### src/rtl/adjust_pkg.sv
// rtl/adjust_pkg.sv - shared state type and default timing for the time-adjust front end
package adjust_pkg;

    typedef enum logic {ST_RUN, ST_EDIT} state_t;

    localparam int DEF_N_DIGITS         = 6;
    localparam int DEF_DEBOUNCE_CYC     = 250000;
    localparam int DEF_REPEAT_DELAY_CYC = 12500000;
    localparam int DEF_REPEAT_RATE_CYC  = 2500000;
    localparam int DEF_TIMEOUT_SEC      = 30;

endpackage

### src/rtl/button_conditioner.sv
// rtl/button_conditioner.sv - 2-FF sync, hold-count debounce and optional auto-repeat press pulse
module button_conditioner
    import adjust_pkg::*;
#(
    parameter int DEBOUNCE_CYC     = DEF_DEBOUNCE_CYC,
    parameter bit REPEAT_EN        = 1'b0,
    parameter int REPEAT_DELAY_CYC = DEF_REPEAT_DELAY_CYC,
    parameter int REPEAT_RATE_CYC  = DEF_REPEAT_RATE_CYC
) (
    input  logic CLK,
    input  logic RST,
    input  logic btn,
    output logic press
);

    localparam int CNT_MAX = REPEAT_EN ? DEBOUNCE_CYC + REPEAT_DELAY_CYC : DEBOUNCE_CYC;
    localparam int CNT_W   = $clog2(CNT_MAX + 1);
    localparam int RATE_W  = $clog2(REPEAT_RATE_CYC + 1);

    localparam logic [CNT_W-1:0]  CNT_TOP  = CNT_W'(CNT_MAX);
    localparam logic [CNT_W-1:0]  CNT_DEB  = CNT_W'(DEBOUNCE_CYC - 1);
    localparam logic [CNT_W-1:0]  CNT_REP  = CNT_W'(CNT_MAX - 1);
    localparam logic [RATE_W-1:0] RATE_TOP = RATE_W'(REPEAT_RATE_CYC - 1);

    logic              sync1;
    logic              sync2;
    logic [CNT_W-1:0]  cnt;
    logic [RATE_W-1:0] rate_cnt;
    logic              saturated;
    logic              hit;

    assign saturated = (cnt == CNT_TOP);

    // Hold count saturates at the first-repeat point; the rate counter then paces later repeats.
    always_comb begin
        hit = 1'b0;
        if (sync2) begin
            hit = (cnt == CNT_DEB);
            if (REPEAT_EN && ((cnt == CNT_REP) || (saturated && rate_cnt == RATE_TOP)))
                hit = 1'b1;
        end
    end

    always_ff @(posedge CLK or negedge RST) begin
        if (!RST) begin
            sync1    <= 1'b0;
            sync2    <= 1'b0;
            cnt      <= '0;
            rate_cnt <= '0;
            press    <= 1'b0;
        end else begin
            sync1 <= btn;
            sync2 <= sync1;
            press <= hit;
            if (!sync2) begin
                cnt      <= '0;
                rate_cnt <= '0;
            end else if (!saturated) begin
                cnt <= cnt + 1'b1;
            end else if (REPEAT_EN) begin
                rate_cnt <= (rate_cnt == RATE_TOP) ? '0 : rate_cnt + 1'b1;
            end
        end
    end

endmodule

### src/rtl/adjust_ctrl.sv
// rtl/adjust_ctrl.sv - RUN/EDIT mode FSM, one-hot digit selector and idle timeout for time adjust
module adjust_ctrl
    import adjust_pkg::*;
#(
    parameter int N_DIGITS         = DEF_N_DIGITS,
    parameter int DEBOUNCE_CYC     = DEF_DEBOUNCE_CYC,
    parameter int REPEAT_DELAY_CYC = DEF_REPEAT_DELAY_CYC,
    parameter int REPEAT_RATE_CYC  = DEF_REPEAT_RATE_CYC,
    parameter int TIMEOUT_SEC      = DEF_TIMEOUT_SEC
) (
    input  logic                CLK,
    input  logic                RST,
    input  logic                BtnMode,
    input  logic                BtnDigit,
    input  logic                BtnInc,
    input  logic                BtnDec,
    input  logic                Tick1Hz,
    output logic                Editing,
    output logic [N_DIGITS-1:0] Digit,
    output logic                IncPulse,
    output logic                DecPulse,
    output logic                Commit,
    output logic                Cancel
);

    localparam int                IDLE_W    = $clog2(TIMEOUT_SEC + 1);
    localparam logic [IDLE_W-1:0] IDLE_LAST = IDLE_W'(TIMEOUT_SEC - 1);

    logic mode_p;
    logic digit_p;
    logic inc_p;
    logic dec_p;
    logic any_p;
    logic timeout;

    state_t              state;
    state_t              state_d;
    logic [N_DIGITS-1:0] digit_q;
    logic [N_DIGITS-1:0] digit_d;
    logic [IDLE_W-1:0]   idle_q;
    logic [IDLE_W-1:0]   idle_d;
    logic                inc_d;
    logic                dec_d;
    logic                commit_d;
    logic                cancel_d;

    button_conditioner #(
        .DEBOUNCE_CYC(DEBOUNCE_CYC), .REPEAT_EN(1'b0),
        .REPEAT_DELAY_CYC(REPEAT_DELAY_CYC), .REPEAT_RATE_CYC(REPEAT_RATE_CYC)
    ) u_mode (.CLK(CLK), .RST(RST), .btn(BtnMode), .press(mode_p));

    button_conditioner #(
        .DEBOUNCE_CYC(DEBOUNCE_CYC), .REPEAT_EN(1'b0),
        .REPEAT_DELAY_CYC(REPEAT_DELAY_CYC), .REPEAT_RATE_CYC(REPEAT_RATE_CYC)
    ) u_digit (.CLK(CLK), .RST(RST), .btn(BtnDigit), .press(digit_p));

    button_conditioner #(
        .DEBOUNCE_CYC(DEBOUNCE_CYC), .REPEAT_EN(1'b1),
        .REPEAT_DELAY_CYC(REPEAT_DELAY_CYC), .REPEAT_RATE_CYC(REPEAT_RATE_CYC)
    ) u_inc (.CLK(CLK), .RST(RST), .btn(BtnInc), .press(inc_p));

    button_conditioner #(
        .DEBOUNCE_CYC(DEBOUNCE_CYC), .REPEAT_EN(1'b1),
        .REPEAT_DELAY_CYC(REPEAT_DELAY_CYC), .REPEAT_RATE_CYC(REPEAT_RATE_CYC)
    ) u_dec (.CLK(CLK), .RST(RST), .btn(BtnDec), .press(dec_p));

    assign any_p   = mode_p | digit_p | inc_p | dec_p;
    // Any button activity in the same cycle as a tick keeps the edit alive.
    assign timeout = Tick1Hz && !any_p && (idle_q == IDLE_LAST);

    always_ff @(posedge CLK or negedge RST) begin
        if (!RST) begin
            state    <= ST_RUN;
            digit_q  <= N_DIGITS'(1);
            idle_q   <= '0;
            IncPulse <= 1'b0;
            DecPulse <= 1'b0;
            Commit   <= 1'b0;
            Cancel   <= 1'b0;
        end else begin
            state    <= state_d;
            digit_q  <= digit_d;
            idle_q   <= idle_d;
            IncPulse <= inc_d;
            DecPulse <= dec_d;
            Commit   <= commit_d;
            Cancel   <= cancel_d;
        end
    end

    always_comb begin
        state_d = state;
        if (state == ST_RUN) begin
            if (mode_p)
                state_d = ST_EDIT;
        end else begin
            if (mode_p || timeout)
                state_d = ST_RUN;
        end
    end

    always_comb begin
        digit_d  = digit_q;
        idle_d   = idle_q;
        inc_d    = 1'b0;
        dec_d    = 1'b0;
        commit_d = 1'b0;
        cancel_d = 1'b0;
        if (state == ST_RUN) begin
            if (mode_p) begin
                digit_d = N_DIGITS'(1);
                idle_d  = '0;
            end
        end else begin
            // Mode wins over both timeout and digit advance.
            if (mode_p)
                commit_d = 1'b1;
            else begin
                cancel_d = timeout;
                if (digit_p)
                    digit_d = {digit_q[N_DIGITS-2:0], digit_q[N_DIGITS-1]};
            end
            inc_d = inc_p & ~dec_p;
            dec_d = dec_p & ~inc_p;
            if (any_p)
                idle_d = '0;
            else if (Tick1Hz)
                idle_d = idle_q + 1'b1;
        end
    end

    assign Editing = (state == ST_EDIT);
    assign Digit   = digit_q;

endmodule

### config.mk
export PLATFORM = sky130hd
export DESIGN_NAME = adjust_ctrl
export DESIGN_NICKNAME = d
export VERILOG_FILES = /design/src/rtl/adjust_pkg.sv /design/src/rtl/button_conditioner.sv /design/src/rtl/adjust_ctrl.sv
export SDC_FILE = /design/constraint.sdc
export NUM_CORES = 1
export LEC_CHECK = 0
export ABC_AREA = 1
export CAP_MARGIN = 20
export CORE_MARGIN = 3
export CORE_UTILIZATION = 55
export DETAILED_ROUTE_END_ITERATION = 8
export PLACE_DENSITY_LB_ADDON = 0.15
export SETUP_SLACK_MARGIN = 0.5
export SYNTH_ARGS = -nofsm -noshare
export SYNTH_HDL_FRONTEND = slang
export SYNTH_SLANG_ARGS = --single-unit
### constraint.sdc
create_clock -name CLK -period 1.4 [get_ports CLK]
set_input_delay 0.14 -clock CLK [delete_from_list [all_inputs] [get_ports CLK]]
set_output_delay 0.14 -clock CLK [all_outputs]
set_load 0.01 [all_outputs]
**Yosys cells after proc, flatten, opt, wreduce, memory -nomap -nowiden**

Cells that the tools add are included.

- Mux-type cells: 36
- Reductions and logical operators: 12
- Bitwise operators: 7
- Add/subtract/negate cells: 7
- Equality and inequality tests: 21

Operators by type and width:

| cell | count |
|---|---|
| two-way mux 22 bit | 6 |
| == test 24 bit, second input constant | 4 |
| two-way mux 24 bit | 4 |
| == test 18 bit, second input constant | 4 |
| two-way mux 18 bit | 4 |
| adder 24 x 1 -> 24 bit, second input constant | 2 |
| == test 24 x 18 -> 1 bit, second input constant | 2 |
| adder 22 x 1 -> 22 bit, second input constant | 2 |
| == test 22 bit, second input constant | 2 |
| adder 18 x 1 -> 18 bit, second input constant | 2 |
| two-way mux 6 bit | 4 |
| two-way mux 5 bit | 4 |
| two-way mux 1 bit | 14 |
| inequality test 2 bit, second input constant | 7 |
| adder 5 x 1 -> 5 bit, second input constant | 1 |
| == test 5 bit, second input constant | 1 |
| logical AND 1 bit | 4 |
| nonzero test 2 bit | 2 |
| logical OR 1 bit | 3 |
| inequality test 3 bit, second input constant | 1 |
| bitwise OR 1 bit | 3 |
| AND reduction 3 bit | 1 |
| bitwise AND 1 bit | 2 |
| NOT 1 bit | 2 |
| 2 further kinds | 2 |

- Logic and storage cells: 108
- Flip-flop bits (word level): 156
- Output and inout port bits: 11

**Longest topological paths before layout**

Gate-level depths: netlist of the first run.

- Depth after elaboration: 9
- Gate-level depth with buffers: 10
- Mapped depth without buffers: 10

**Hierarchy**

From an unflattened synthesis of the first run, not the netlist that was laid out.

- Cell total of the unflattened synthesis: 1,242
- Area total of the unflattened synthesis: 9,263.9 sq um

Modules (own cells, without submodules):

| module | cells each | times used | seq. area each (sq um) | area each (sq um) |
|---|---|---|---|---|
| button_conditioner at u_dec | 405 | 1 | 1,226.2 | 3,022.9 |
| button_conditioner at u_inc | 406 | 1 | 1,226.2 | 3,020.4 |
| button_conditioner at u_digit ... | 168 | 2 | 525.5 | 1,208.7 |
| adjust_ctrl | 95 | 1 | 401.6 | 803.3 |

**Least setup slack after synthesis of the first run**

OpenSTA, ideal clock, no wires.

- Kind: reg-to-reg
- Start point: register u_dec.cnt[0]
- End point: register u_dec.cnt[16]
- Cell stages (with the launch flop): 10
- Arrival time: 1.414 ns
- Slack: -0.086 ns
- Path buffers: 0
- Setup time: 0.071 ns
- Path through: dfrtp_1 ha_1 nand2_1 nor2_1 nand2_1 nor2_4 nand2_2 o21ai_0 nand2_1 nor2_1

- Longest elaborated chain between the ends: 3

RTL lines:

| item | line | text |
|---|---|---|
| from (decl) | button_conditioner.sv:27 | `logic [CNT_W-1:0] cnt;` |
| from (signal assigned) | button_conditioner.sv:59 | `cnt <= cnt + 1'b1;` |
| adder 24 x 1 -> 24 bit | button_conditioner.sv:59 |  |
| two-way mux 24 bit | button_conditioner.sv:58 | `end else if (!saturated) begin` |
| two-way mux 24 bit | button_conditioner.sv:55 | `if (!sync2) begin` |

Several ways; a longest one is shown, not always the timed one. The select of a mux whose other input is x is not followed.
A chain may end at the register's enable or synchronous reset.

**Worst setup path after layout of the first run**

- Start point: register u_inc.cnt[0]
- End point: register u_inc.rate_cnt[5]

- Longest elaborated chain between the ends: 2

RTL lines:

| item | line | text |
|---|---|---|
| from (decl) | button_conditioner.sv:27 |  |
| from (signal assigned) | button_conditioner.sv:59 |  |
| == test 24 bit | button_conditioner.sv:32 | `assign saturated = (cnt == CNT_TOP);` |
| inequality test 2 bit (no source line) | - |  |
| to (signal assigned) | button_conditioner.sv:61 | `rate_cnt <= (rate_cnt == RATE_TOP) ? '0 : rate_cnt + 1'b1;` |
| to (decl) | button_conditioner.sv:28 | `logic [RATE_W-1:0] rate_cnt;` |

No other way between the ends.

==> results.md, run 1 <==
Routing:
- The first-pass iteration count of the detailed router is 7.
- Dividing the detail-routed wire length by the instance count gives between 15 and 20 µm.
- In this run the remaining antenna-violating nets after routing total 0.
- After the first detailed-routing iteration, the DRC count stood at roughly 1.1k.
- Across all layers, the routed design uses 10.2k vias.
- Using the TritonRoute via totals, the vias-per-cell ratio works out to about 5.8.
- After detailed routing, the total wire length is between 30,000 and 40,000 µm.
- After detailed routing, the number of remaining DRC violations is 0.

Power and ir drop:
- Of the total power, the clock network draws around 43%.
- IR analysis of the VDD net gives a maximum drop of between 0.9 and 1 mV.
- The net load switching power is 3140 µW.
- The share of total power dissipated in sequential elements is between 40% and 50%.
- In this run switching power makes up between 20% and 30% of total power.
- For this design the ratio of total power to cell area is 844 nW/µm².
- Internal power comes to about 8400 µW.
- Combinational logic is responsible for 15.7% of the overall power.
- The leakage power figure is around 0.0064 µW.

Synth:
- Summing every instance area after synthesis gives ~9000 µm².
- After synthesis, the netlist uses 38 different library cells.
- The count of state elements after synthesis is ~160.
- The synthesized area per cell is 7.11 µm².
- The compound-gate portion of the synthesized area is approximately 7.2%.
- Of the total synthesized cell area, the portion taken by full adders, half adders and majority gates is between 1.5 and 2%.
- The total nets after synthesis is 1,279.
- The number of instances in the synthesized netlist is around 1.3k.
- The total of warnings raised by yosys is 0.
- The share of the Yosys chip area taken by registers is around 44%.
- The largest family of logic cells by synthesized area is simple AND/OR/NAND/NOR gates.
- Of the total synthesized cell area, the portion taken by AND, OR, NAND and NOR gates is 36.9%.
- The share of cell area taken by muxes after synthesis is 0%.
- After Yosys synthesis, XOR and XNOR cells account for ~3% of the synthesized area.

STA:
- Setup repair after global routing could not meet its margin everywhere.
- Counting I/O delays and the setup requirement, the final critical path takes 1.67 ns.
- The number of slew-limit violations in the final report was 0.
- Setup violations remaining at the end of the flow were counted as about 100.
- The worst setup margin is -0.274 ns.
- The headroom to the max-slew limit is between 70 and 80%.
- The final setup skew is ~0.013 ns.
- The part of the cycle the worst path needs is 120%.
- The total negative slack for setup checks is -13.11 ns.
- At the pin with the least slew margin, the transition time is 0.405 ns.
- For this run, the top clock speed supported by timing is 597 MHz.
- The count of endpoints failing hold in the final timing report came to 0.

Floorplan:
- The effective utilization at floorplan is a little under three fifths.
- From bottom edge to top edge, the die measures about 130 µm.
- The total number of placement rows is 46.
- The core region is roughly 16,000 µm².
- The horizontal die dimension is about 130 µm.
- The floorplan step defined a die boundary enclosing roughly 18,000 µm².
- The number of primary I/O pins is 18.

Finish:
- The post-route cell area is roughly 14,000 µm².
- Once layout is complete, the utilization of the core stands at a little under nine tenths.
- The signed area change from the synthesized netlist to the final layout is 53.2%.
- The number of antenna diodes in the final layout is 0.
- The commonest non-fill, non-tap cell in the layout is sky130_fd_sc_hd__nand2_1.
- The share of layout cells above drive strength 1 is 40.4%.
- Leaving out filler cells and counting taps, the final layout contains between 1.5k and 2k.
- The number of nets in the layout is between 1.5k and 2k.
- In the layout the commonest cells are 280 x sky130_fd_sc_hd__nand2_1, 170 x sky130_fd_sc_hd__buf_4, 144 x sky130_fd_sc_hd__dfrtp_1.

CTS:
- CTS saw between 150 and 200 sinks.
- The clock transition at the registers of the reported paths is 0.07 ns.
- The H-tree was split into 4 levels.
- The buffer cell driving the clock tree root is sky130_fd_sc_hd__clkbuf_16.
- TritonCTS built the clock tree.
- Clock latency on the worst-skew pair, taken at its later pin, is ~0.44 ns.
- The number of CTS-inserted buffers is 17.
- The clock passes through at most 2 buffers.

Worst hold path:
- The path class of the tightest hold or removal check is input port to asynchronous set/reset pin.

Critical path:
- Measured in cells, the most critical reg-to-reg path has a length of 9.
- At the worst endpoint, the required time is around 1.7 ns.
- STA classifies the critical path startpoint as a flop.
- In this run the worst setup path begins at u_inc.cnt[0].
- The setup path with the least slack is of type flop to flop.
- The slack of the worst reg-to-reg path is -0.27 ns.
- The maximum fanout encountered on the critical timing path is 4.
- STA classifies the critical path endpoint as a flop.
- The startpoint of the worst register-to-register path is u_inc.cnt[0].
- STA puts the critical path data arrival time at 2.00 ns.

Placed design:
- After detailed placement, the total cell area comes to between 10,000 and 15,000 µm².
- At the end of routability-driven placement, the weighted congestion stood at 0.926.
- The number of buffer cells added on primary ports is 17.
- After legalization and detailed placement, the total HPWL measured 15,200 µm.
- Once placement completed, the tool counted placed cells totaling 1,624.
- OpenSTA, run right after detailed placement, puts the worst setup slack at -0.210 ns.

Global route:
- The global-route wire length before repair is between 40,000 and 50,000 µm.
- The aggregate global-route resource usage is 28.7%.
- The maximum number of pins on one net before global-route repair is 60.
- The number of antenna violations at the first check in global routing is 0.
- The aggregate global routing overflow is 0.
- The number of global-route vias before repair is approximately 9k.

Run:
- The tool flagged a number of max-cap violations equal to 0.

Run status:
- The final reports fail on negative setup slack.
- The flow ran to the end, but the final reports show violations.
-- per-stage QoR --
| stage | hold WS [ns] | total power, µW |
|---|---|---|
| floorplan | -0.156 | 5350 |
| global placement | -0.0136 | 5640 |
| detailed placement | -0.0145 | 5660 |
| CTS | 0.0985 | 10900 |
| global route | 0.116 | 11900 |
| finish | 0.100 | 11600 |
-- critical path: stages (launching register included) --
cell and delay, ns:
sky130_fd_sc_hd__dfrtp_1 0.42, sky130_fd_sc_hd__inv_2 0.10, sky130_fd_sc_hd__ha_4 0.15, sky130_fd_sc_hd__nand3_4 0.06, sky130_fd_sc_hd__nor2_4 0.16, sky130_fd_sc_hd__nand3_4 0.14
sky130_fd_sc_hd__nor2_4 0.15, sky130_fd_sc_hd__buf_6 0.15, sky130_fd_sc_hd__nand3_2 0.09, sky130_fd_sc_hd__o21ai_1 0.16
-- path summary, 6_finish.rpt --
check	end
min in group CLK	u_digit.sync1
max reg2reg	u_inc.rate_cnt[5]
min reg2reg	u_digit.sync2
max in group asynchronous	u_digit.cnt[2]
max	u_inc.rate_cnt[5]
min	Cancel
-- Yosys cell counts (all sizes together) --
master  instances  area (µm²)
or2             1        6.26
clkbuf          7        26.3
nor3b           2        15.0
xor2           24         210
clkinv          2        7.51
nand4          34         213
a21oi          44         220
dfstp           1        26.3
and2            5        31.3
nand2         357        1370
inv           150         566
xnor2           7        61.3
nor3           35         191
nand3         111         566
nor4            4        25.0
nor2          215         852
o21bai          2        15.0
o21a            2        15.0
o31ai           1        7.51
nand3b          5        37.5
buf            10        78.8
o21ai          73         384
ha             12         150
dfrtp         155        3880
a31oi           1        6.26
-- cell families after synthesis --
group           after synthesis
fa+ha+maj                    12
flops                       156
simple gates                769
buf+inv                     169
compound gates              123
xor+xnor                     31
-- final cells by class --
type / count / area [µm²]
Timing Repair inverter: 5 / 48.8
Timing Repair Buffer: 255 / 2210
Inverter: 152 / 631
Clock buffer: 22 / 454
Fill cell: 774 / 2160
Tap cell: 216 / 270
Sequential cell: 156 / 3920
Multi-Input combinational cell: 936 / 6020
Clock inverter: 10 / 165
-- state kept, by name (all words and copies together) (netlist names), 5 cells and up --
| name | flops |
|---|---|
| u_dec.cnt | 24 |
| u_inc.cnt | 24 |
| u_dec.rate_cnt | 22 |
| u_inc.rate_cnt | 22 |
| u_digit.cnt | 18 |
| u_mode.cnt | 18 |
| Digit | 6 |
| idle_q | 5 |
-- routing by layer --
metal	vias to the layer above	GRT usage (%)	wire length (µm)
met3	181	4.19	2220
li1	4573	-	-
met5	-	0	0
met1	4897	35.7	11700
met2	594	51.6	16700
met4	0	9.20	1680
-- power groups by stage --
stage	registers (µW)	clock network, µW	logic (µW)
final	4780	4990	1810
after global routing	4790	5180	1920
after CTS	4740	4950	1170
after detailed placement	4840	0	824
after global placement	4830	0	802
after floorplan	4810	0	540
-- repair_timing --
| item | CTS | global route |
|---|---|---|
| gates resized for setup | 273 | 208 |
| gates cloned | 3 | 3 |
| setup buffers | 50 | 39 |
| hold buffers | 1 | 0 |
| pin swaps | 93 | 95 |
| setup endpoints to repair | 158 | 156 |
| endpoints found under the hold margin | 156 | 0 |
No activity file was read; power rests on OpenSTA's default activity.
==> inputs of run 2 (changes only) <==
ABC_CLOCK_PERIOD_IN_PS = 1400   (was not set)
CORE_UTILIZATION = 30   (was 55)
==> run 2 against run 1 <==
  * Cell count is 9.8% higher
  * Critical endpoint is now u_dec.cnt[18]
  * Sequential power about the same
  * Clock skew decreased by 0.0044 ns
  * Sequential share of layout area down 0.28 points
  * Largest cell class unchanged
  * Fmax grew 6.1%
  * The flow still finishes with violations (negative setup slack)
==> results.md, run 2 (same netlist as run 1, synthesis figures left out) <==
Finish:
- Leaving out fill and tap cells, the most frequent cells in the layout are 259 x sky130_fd_sc_hd__nand2_1, 168 x sky130_fd_sc_hd__buf_4, 142 x sky130_fd_sc_hd__dfrtp_1.
- Summing all multi-input logic gate instances after layout gives approximately 6000 µm².
- The post-route cell area is roughly 14,000 µm².
- The share of layout cells above drive strength 1 is between 40% and 50%.
- Counting the fill cells in the layout gives ~2.8k.
- In the final layout, the registers with the most flip-flops are u_dec.cnt (24), u_inc.cnt (24).
- The number of nets in the layout is 1,545.
- From synthesis to final layout, the design area changed by 54.8%.
- In the final layout, flip-flops and latches occupy 3920 µm².
- The commonest non-fill, non-tap cell in the layout is sky130_fd_sc_hd__nand2_1.
- The count of inserted antenna diode cells is 0.

Run:
- Max-cap violations in this run came to 0.

Critical path:
- The type of element capturing the critical path is a flop.
- STA classifies the critical path startpoint as a flop.
- The worst endpoint required time is 1.73 ns.
- In this run the worst path has a maximum fanout of 4.
- The worst path arrival time is 1.91 ns.
- The type of the setup path with the least slack is flop to flop.

Routing:
- The routed length per instance is 13.5 µm.
- The detailed route wirelength on metal3 is between 600 and 700 µm.
- The total wire length after detailed routing is ~26,000 µm.
- The detailed router put a total of ~12,000 µm of wire on met1.
- After detailed routing, the met2 layer carries around 13,000 µm of wire.
- The highest routed metal layer is met4.
- Dividing the detail-routed via count by the number of cells gives approximately 4.7.
- The number of nets with antenna violations after detailed routing is 0.
- The total vias in the final route is roughly 9.0k.
- The first detailed-routing pass took 5 iterations.
- After the first detailed-routing iteration, the DRC count stood at approximately 380.
- The number of design rule violations left after detail routing is 0.

Power and ir drop:
- The analysis attributes to cell leakage a power of roughly 0.0063 µW.
- Power spread over the standard cell area amounts to around 810 nW/µm².
- The total power consumption of the routed design is 11,300 µW.
- IR analysis of the VDD net gives a maximum drop of 0.820 mV.

STA:
- At the pin with the least slew margin, the transition time is 0.362 ns.
- Setup violations remaining at the end of the flow were counted as 75.
- Once routing completed, OpenROAD measured the worst setup slack at -0.177 ns.
- The final setup skew is around 0.0089 ns.
- Headroom to the max-slew limit came out at ~76%.
- Summed over all failing endpoints, the final setup total negative slack is -8.45 ns.
- The worst path uses 113% of the clock period.
- Derived from the worst setup path, the maximum achievable clock frequency is approximately 630 MHz.
- The number of slew-limit violations in the final report came to 0.
- Setup repair after global routing could not meet its margin everywhere.
- The count of endpoints failing hold in the final timing report is 0.
- The minimum period implied by the final worst setup slack is ~1.6 ns.

Placed design:
- At the end of routability-driven placement, the weighted congestion stood at about 0.85.
- Detailed placement finished with a half-perimeter wire length of 17,700 µm.
- The placed instances occupy a cell area of around 11,000 µm².
- Input and output buffers added on the ports amount to 17.

Floorplan:
- During I/O placement, the number of pins put on the boundary was 18.
- The total die area is between 30,000 and 40,000 µm².
- The total number of placement rows is 62.
- The effective utilization at floorplan is a little under a third.
- From left edge to right edge, the die measures approximately 180 µm.
- The core region is between 20,000 and 30,000 µm².
- The floorplan step set the die height to 179 µm.

CTS:
- The number of clock buffers added by TritonCTS is 17.
- The clock tree synthesis step divided the H-tree into 4 levels.
- The clock passes through at most 2 buffers.
- The tree is rooted in a sky130_fd_sc_hd__clkbuf_16.
- The clock transition at the registers of the reported paths is about 0.070 ns.
- The count of clock tree sinks is between 150 and 200.
- The TritonCTS clock tree is built.
- The clock latency on the worst-skew pair is around 0.43 ns.

Run status:
- The run finished, with violations left.
- The checks that failed: negative setup slack.

Global route:
- Entering global routing, the biggest net connects 50 pins.
- In the global route stage, overall resource usage came out at around 17%.
- The aggregate global routing overflow is 0.
- The global-route wire length before repair is 42,800 µm.
- The number of global-route vias before repair is approximately 9k.
- The number of antenna violations at the first check in global routing is 0.

Worst hold path:
- In this run the worst hold path is classified as input port to asynchronous set/reset pin.
-- run 2: area by class of cell --
type	count	area share (%)
timing repair inverter	5	0.406
multi-input combinational	935	42.0
sequential	156	28.3
tap	384	3.46
timing repair buffer	259	16.8
clock inverter	12	1.34
inverter	152	4.47
clock buffer	20	3.22
-- run 2: layer usage --
metal	up-vias	global-route usage, %
met1	4254	21.8
met3	25	2.92
met5	-	0
met4	0	4.81
li1	4589	-
met2	106	28.0
-- run 2: power breakdown --
part           total (µW)  internal (µW)  leakage [µW]  switching (µW)
Combinational        1450            645       0.00387             806
Clock                5070           3050      0.000294            2020
Sequential           4760           4620       0.00212             138
Total               11300           8320       0.00628            2960
-- run 2: final timing paths --
check	endpoint	cells after the start	slack, ns	startpoint
min	u_inc.rate_cnt[20]	2	0.12	RST
max	u_dec.cnt[18]	10	-0.18	u_dec.cnt[0]
min reg2reg	u_inc.sync2	0	0.35	u_inc.sync1
max in group asynchronous	u_mode.cnt[6]	3	0.74	RST
max reg2reg	u_dec.cnt[18]	10	-0.18	u_dec.cnt[0]
min in group CLK	u_digit.sync1	1	0.14	BtnDigit
-- run 2: repair_timing --
| item | in CTS | in global routing |
|---|---|---|
| gates cloned | 4 | 2 |
| endpoints found under the hold margin | 155 | 0 |
| hold buffers | 1 | 0 |
| pin swaps | 79 | 85 |
| setup buffers | 43 | 28 |
| resized for setup | 265 | 199 |
| setup endpoints to repair | 158 | 159 |
-- run 2: worst max-delay path, stage by stage, from the launching register on --
cell                      delay, ns
sky130_fd_sc_hd__dfrtp_1       0.40
sky130_fd_sc_hd__buf_6         0.14
sky130_fd_sc_hd__ha_4          0.14
sky130_fd_sc_hd__nand2_4       0.05
sky130_fd_sc_hd__nor2_4        0.15
sky130_fd_sc_hd__nand2_2       0.10
sky130_fd_sc_hd__nor2_4        0.17
sky130_fd_sc_hd__buf_6         0.13
sky130_fd_sc_hd__nand3_2       0.07
sky130_fd_sc_hd__nand2_1       0.08
sky130_fd_sc_hd__nor2_1        0.04
-- run 2: per-stage QoR --
step / util, % / setup slack (ns) / cells / hold slack (ns)
floorplan: - / -0.0143 / 1260 / -0.156
global placement: 38.5 / -0.184 / 1813 / 0.000609
detailed placement: 38.5 / -0.228 / 1813 / 0.00778
CTS: 44.4 / -0.172 / 1893 / 0.102
global route: 47.7 / -0.292 / 1923 / 0.116
finish: 47.7 / -0.177 / 1923 / 0.118
==> inputs of run 3 (changes only) <==
DONT_BUFFER_PORTS = 1   (was not set)
==> run 3 against run 2 <==
  * The run ends with negative hold slack, negative setup slack left
  * Critical endpoint is now u_inc.cnt[16]
  * Sequential power is essentially flat
  * Flip-flop and latch count did not move
  * Die area unchanged
==> results.md, run 3 (same netlist as run 1, synthesis figures left out) <==
Run status:
- The flow ran to the end, but the final reports show violations.
- The checks that failed: negative hold slack, negative setup slack.

Finish:
- The library cell used most frequently in the layout, excluding fill and tap cells, is sky130_fd_sc_hd__nand2_1.
- The area growth from synthesis to layout is 53.8%.
- For this run, the post-layout net count is 1,541.
- Measured on the finished design, the core utilization comes to 47.4%.
- In the final layout, the registers with the most flip-flops are u_dec.cnt (24), u_inc.cnt (24).
- The filler cell count is 2,797.
- The share of layout cells above drive strength 1 is around 40%.
- 0 antenna diodes ended up in the layout.
- In the layout the commonest cells are 280 x sky130_fd_sc_hd__nand2_1, 179 x sky130_fd_sc_hd__buf_4, 143 x sky130_fd_sc_hd__nor2_1.

Power and ir drop:
- The portion of total power attributed to combinational logic is a little under an eighth.
- The internal power of the cells is around 7900 µW.
- The worst voltage drop across the vdd grid is between 0.8 and 0.9 mV.
- For this design the ratio of total power to cell area is between 700 and 800 nW/µm².
- The net load switching power is 2900 µW.
- In this run switching power makes up between 20% and 30% of total power.
- In this run the static leakage power is ~0.0063 µW.
- The sequential cell fraction of total power is 44.2%.
- The clock network accounts for 44.0% of the total power.

STA:
- The part of the cycle the worst path needs is 114%.
- Across all setup checks in the final design, the least slack found is -0.203 ns.
- The fmax is about 620 MHz.
- The number of failing setup endpoints in the final timing report is 81.
- The number of slew-limit violations in the final report is 0.
- The headroom to the max-slew limit is between 70% and 80%.
- Adding up every negative setup slack in the final design gives -7.14 ns.
- The final setup skew is 0.0165 ns.
- The minimum period implied by the final worst setup slack is around 1.6 ns.
- The count of endpoints failing hold in the final timing report is around 160.
- The slew at the pin closest to its max-slew limit is 0.448 ns.
- Across all hold checks on the routed design, the worst slack comes to -0.611 ns.
- Setup repair after global routing could not meet its margin everywhere.

Floorplan:
- The vertical die dimension is 179 µm.
- The initial utilization of the core area, before any placement, comes to 30.8%.
- The number of primary I/O pins is 18.
- The area inside the core boundary is just under 30,000 µm².
- The floorplan step set the die width to between 150 and 200 µm.
- The total number of placement rows is between 60 and 70.
- The total die area is ~32,000 µm².

CTS:
- The number of levels in the clock H-tree is 4.
- The hold-fix buffer count after cts is 5.
- The clock latency on the worst-skew pair is roughly 0.44 ns.
- The longest clock path from root to sink contains 2 buffers.
- The number of CTS-inserted buffers is 17.
- The clock transition at the registers of the reported paths is around 0.070 ns.
- The TritonCTS clock tree is built.
- Clock tree synthesis found a total of roughly 160 sinks.
- The buffer cell driving the clock tree root is sky130_fd_sc_hd__clkbuf_16.

Critical path:
- The type of element capturing the critical path is a flop.
- The sort of element at the start of the critical path is a flop.
- The worst path arrival time is roughly 1.9 ns.
- The worst endpoint required time is ~1.7 ns.
- In this run the worst path has a maximum fanout of 3.
- The type of the setup path with the least slack is flop to flop.

Placed design:
- The wire-length estimate of the detail-placed layout is about 17,000 µm.
- The worst-case setup slack after placement is -0.158 ns.
- The number of buffer cells added on primary ports is 0.
- The routability congestion estimate from global placement is 0.856.

Routing:
- The final route contains 8,913 vias.
- The post-detailed-route via-to-cell ratio is 4.64.
- The routed length per instance is 13.4 µm.
- The number of design rule violations left after detail routing is 0.
- For this block, the initial DRC count from the detailed router was around 520.
- For this block, the routed nets add up to approximately 26,000 µm of wire.
- The first-pass iteration count of the detailed router is 5.
- The detail route stage leaves a number of antenna-violating nets equal to 0.

Global route:
- The global-route wire length before repair is between 40,000 and 50,000 µm.
- The aggregate global-route resource usage is about 16%.
- For this run the aggregate overflow at the end of global routing stands at 0.
- Entering global routing, the biggest net connects between 150 and 200 pins.
- The number of antenna violations at the first check in global routing came to 0.
- The number of global-route vias before repair is slightly below 9k.

Worst hold path:
- The tightest min-delay check is of the input port to asynchronous set/reset pin type.

Run:
- The tool flagged a number of max-cap violations equal to 0.
-- run 3: cell count changes in the layout (fill, tap and decap cells not counted), moves of 7 or more --
cell	previous run	this run
sky130_fd_sc_hd__inv_1	110	119
sky130_fd_sc_hd__nand2_2	79	55
sky130_fd_sc_hd__buf_2	7	0
sky130_fd_sc_hd__buf_4	168	179
sky130_fd_sc_hd__o21ai_2	32	39
sky130_fd_sc_hd__inv_2	27	20
sky130_fd_sc_hd__nor2_2	30	23
sky130_fd_sc_hd__nand2_1	259	280
-- run 3: final timing paths --
| kind | start | to | slack, ns | cells after the start |
|---|---|---|---|---|
| max in group asynchronous | RST | u_mode.cnt[2] | 1.58 | 0 |
| min | RST | u_inc.cnt[7] | -0.61 | 0 |
| max | u_inc.cnt[0] | u_inc.cnt[16] | -0.20 | 9 |
| min in group CLK | BtnDigit | u_digit.sync1 | 0.25 | 1 |
| min reg2reg | u_inc.sync1 | u_inc.sync2 | 0.35 | 0 |
| max reg2reg | u_inc.cnt[0] | u_inc.cnt[16] | -0.20 | 9 |
-- run 3: critical path, cell delays in order, from the launching register on --
cell                      delay, ns
sky130_fd_sc_hd__dfrtp_1       0.42
sky130_fd_sc_hd__ha_2          0.23
sky130_fd_sc_hd__nand2_2       0.06
sky130_fd_sc_hd__inv_2         0.10
sky130_fd_sc_hd__nand3_4       0.11
sky130_fd_sc_hd__nor2_4        0.19
sky130_fd_sc_hd__nand2_2       0.10
sky130_fd_sc_hd__nor2_4        0.13
sky130_fd_sc_hd__buf_6         0.11
sky130_fd_sc_hd__nor3_4        0.03
-- run 3: cell type report --
| type | count | area, µm² | area share [%] |
|---|---|---|---|
| Timing Repair Buffer | 257 | 2290 | 16.6 |
| Tap cell | 384 | 480 | 3.49 |
| Sequential cell | 156 | 3920 | 28.5 |
| Multi-Input combinational cell | 935 | 5830 | 42.3 |
| Inverter | 152 | 626 | 4.54 |
| Timing Repair inverter | 3 | 38.8 | 0.281 |
| Clock inverter | 13 | 159 | 1.15 |
| Clock buffer | 19 | 433 | 3.14 |
-- run 3: layer usage --
layer / vias to the layer above / track usage (%) / wire (µm)
li1: 4578 / - / -
met3: 18 / 2.88 / 592
met2: 87 / 28.3 / 12800
met4: 0 / 4.38 / 259
met1: 4230 / 21.3 / 12100
met5: - / 0 / 0
-- run 3: per-stage QoR --
step | cells | instance area [µm²] | total power, µW | hold WS [ns]
after floorplan | 1260 | 9330 | 5350 | -0.156
after global placement | 1806 | 11100 | 5550 | -0.149
after detailed placement | 1806 | 11100 | 5560 | -0.149
after CTS | 1888 | 12800 | 10600 | -0.631
after global routing | 1919 | 13800 | 11300 | -0.636
final | 1919 | 13800 | 10800 | -0.611
-- run 3: what timing repair did --
action                                 4_1_cts  5_1_grt
endpoints found under the hold margin      162      156
pin swaps                                   72       73
buffers inserted                            44       27
resized for setup                          211      194
setup endpoints to repair                  156      157
cloned                                       1        4
-- run 3: power groups by stage --
stage	Sequential, µW	Combinational [µW]	Clock [µW]
after floorplan	4810	540	0
after global placement	4830	726	0
after detailed placement	4830	733	0
after CTS	4750	908	4910
after global routing	4790	1410	5110
final	4770	1280	4750
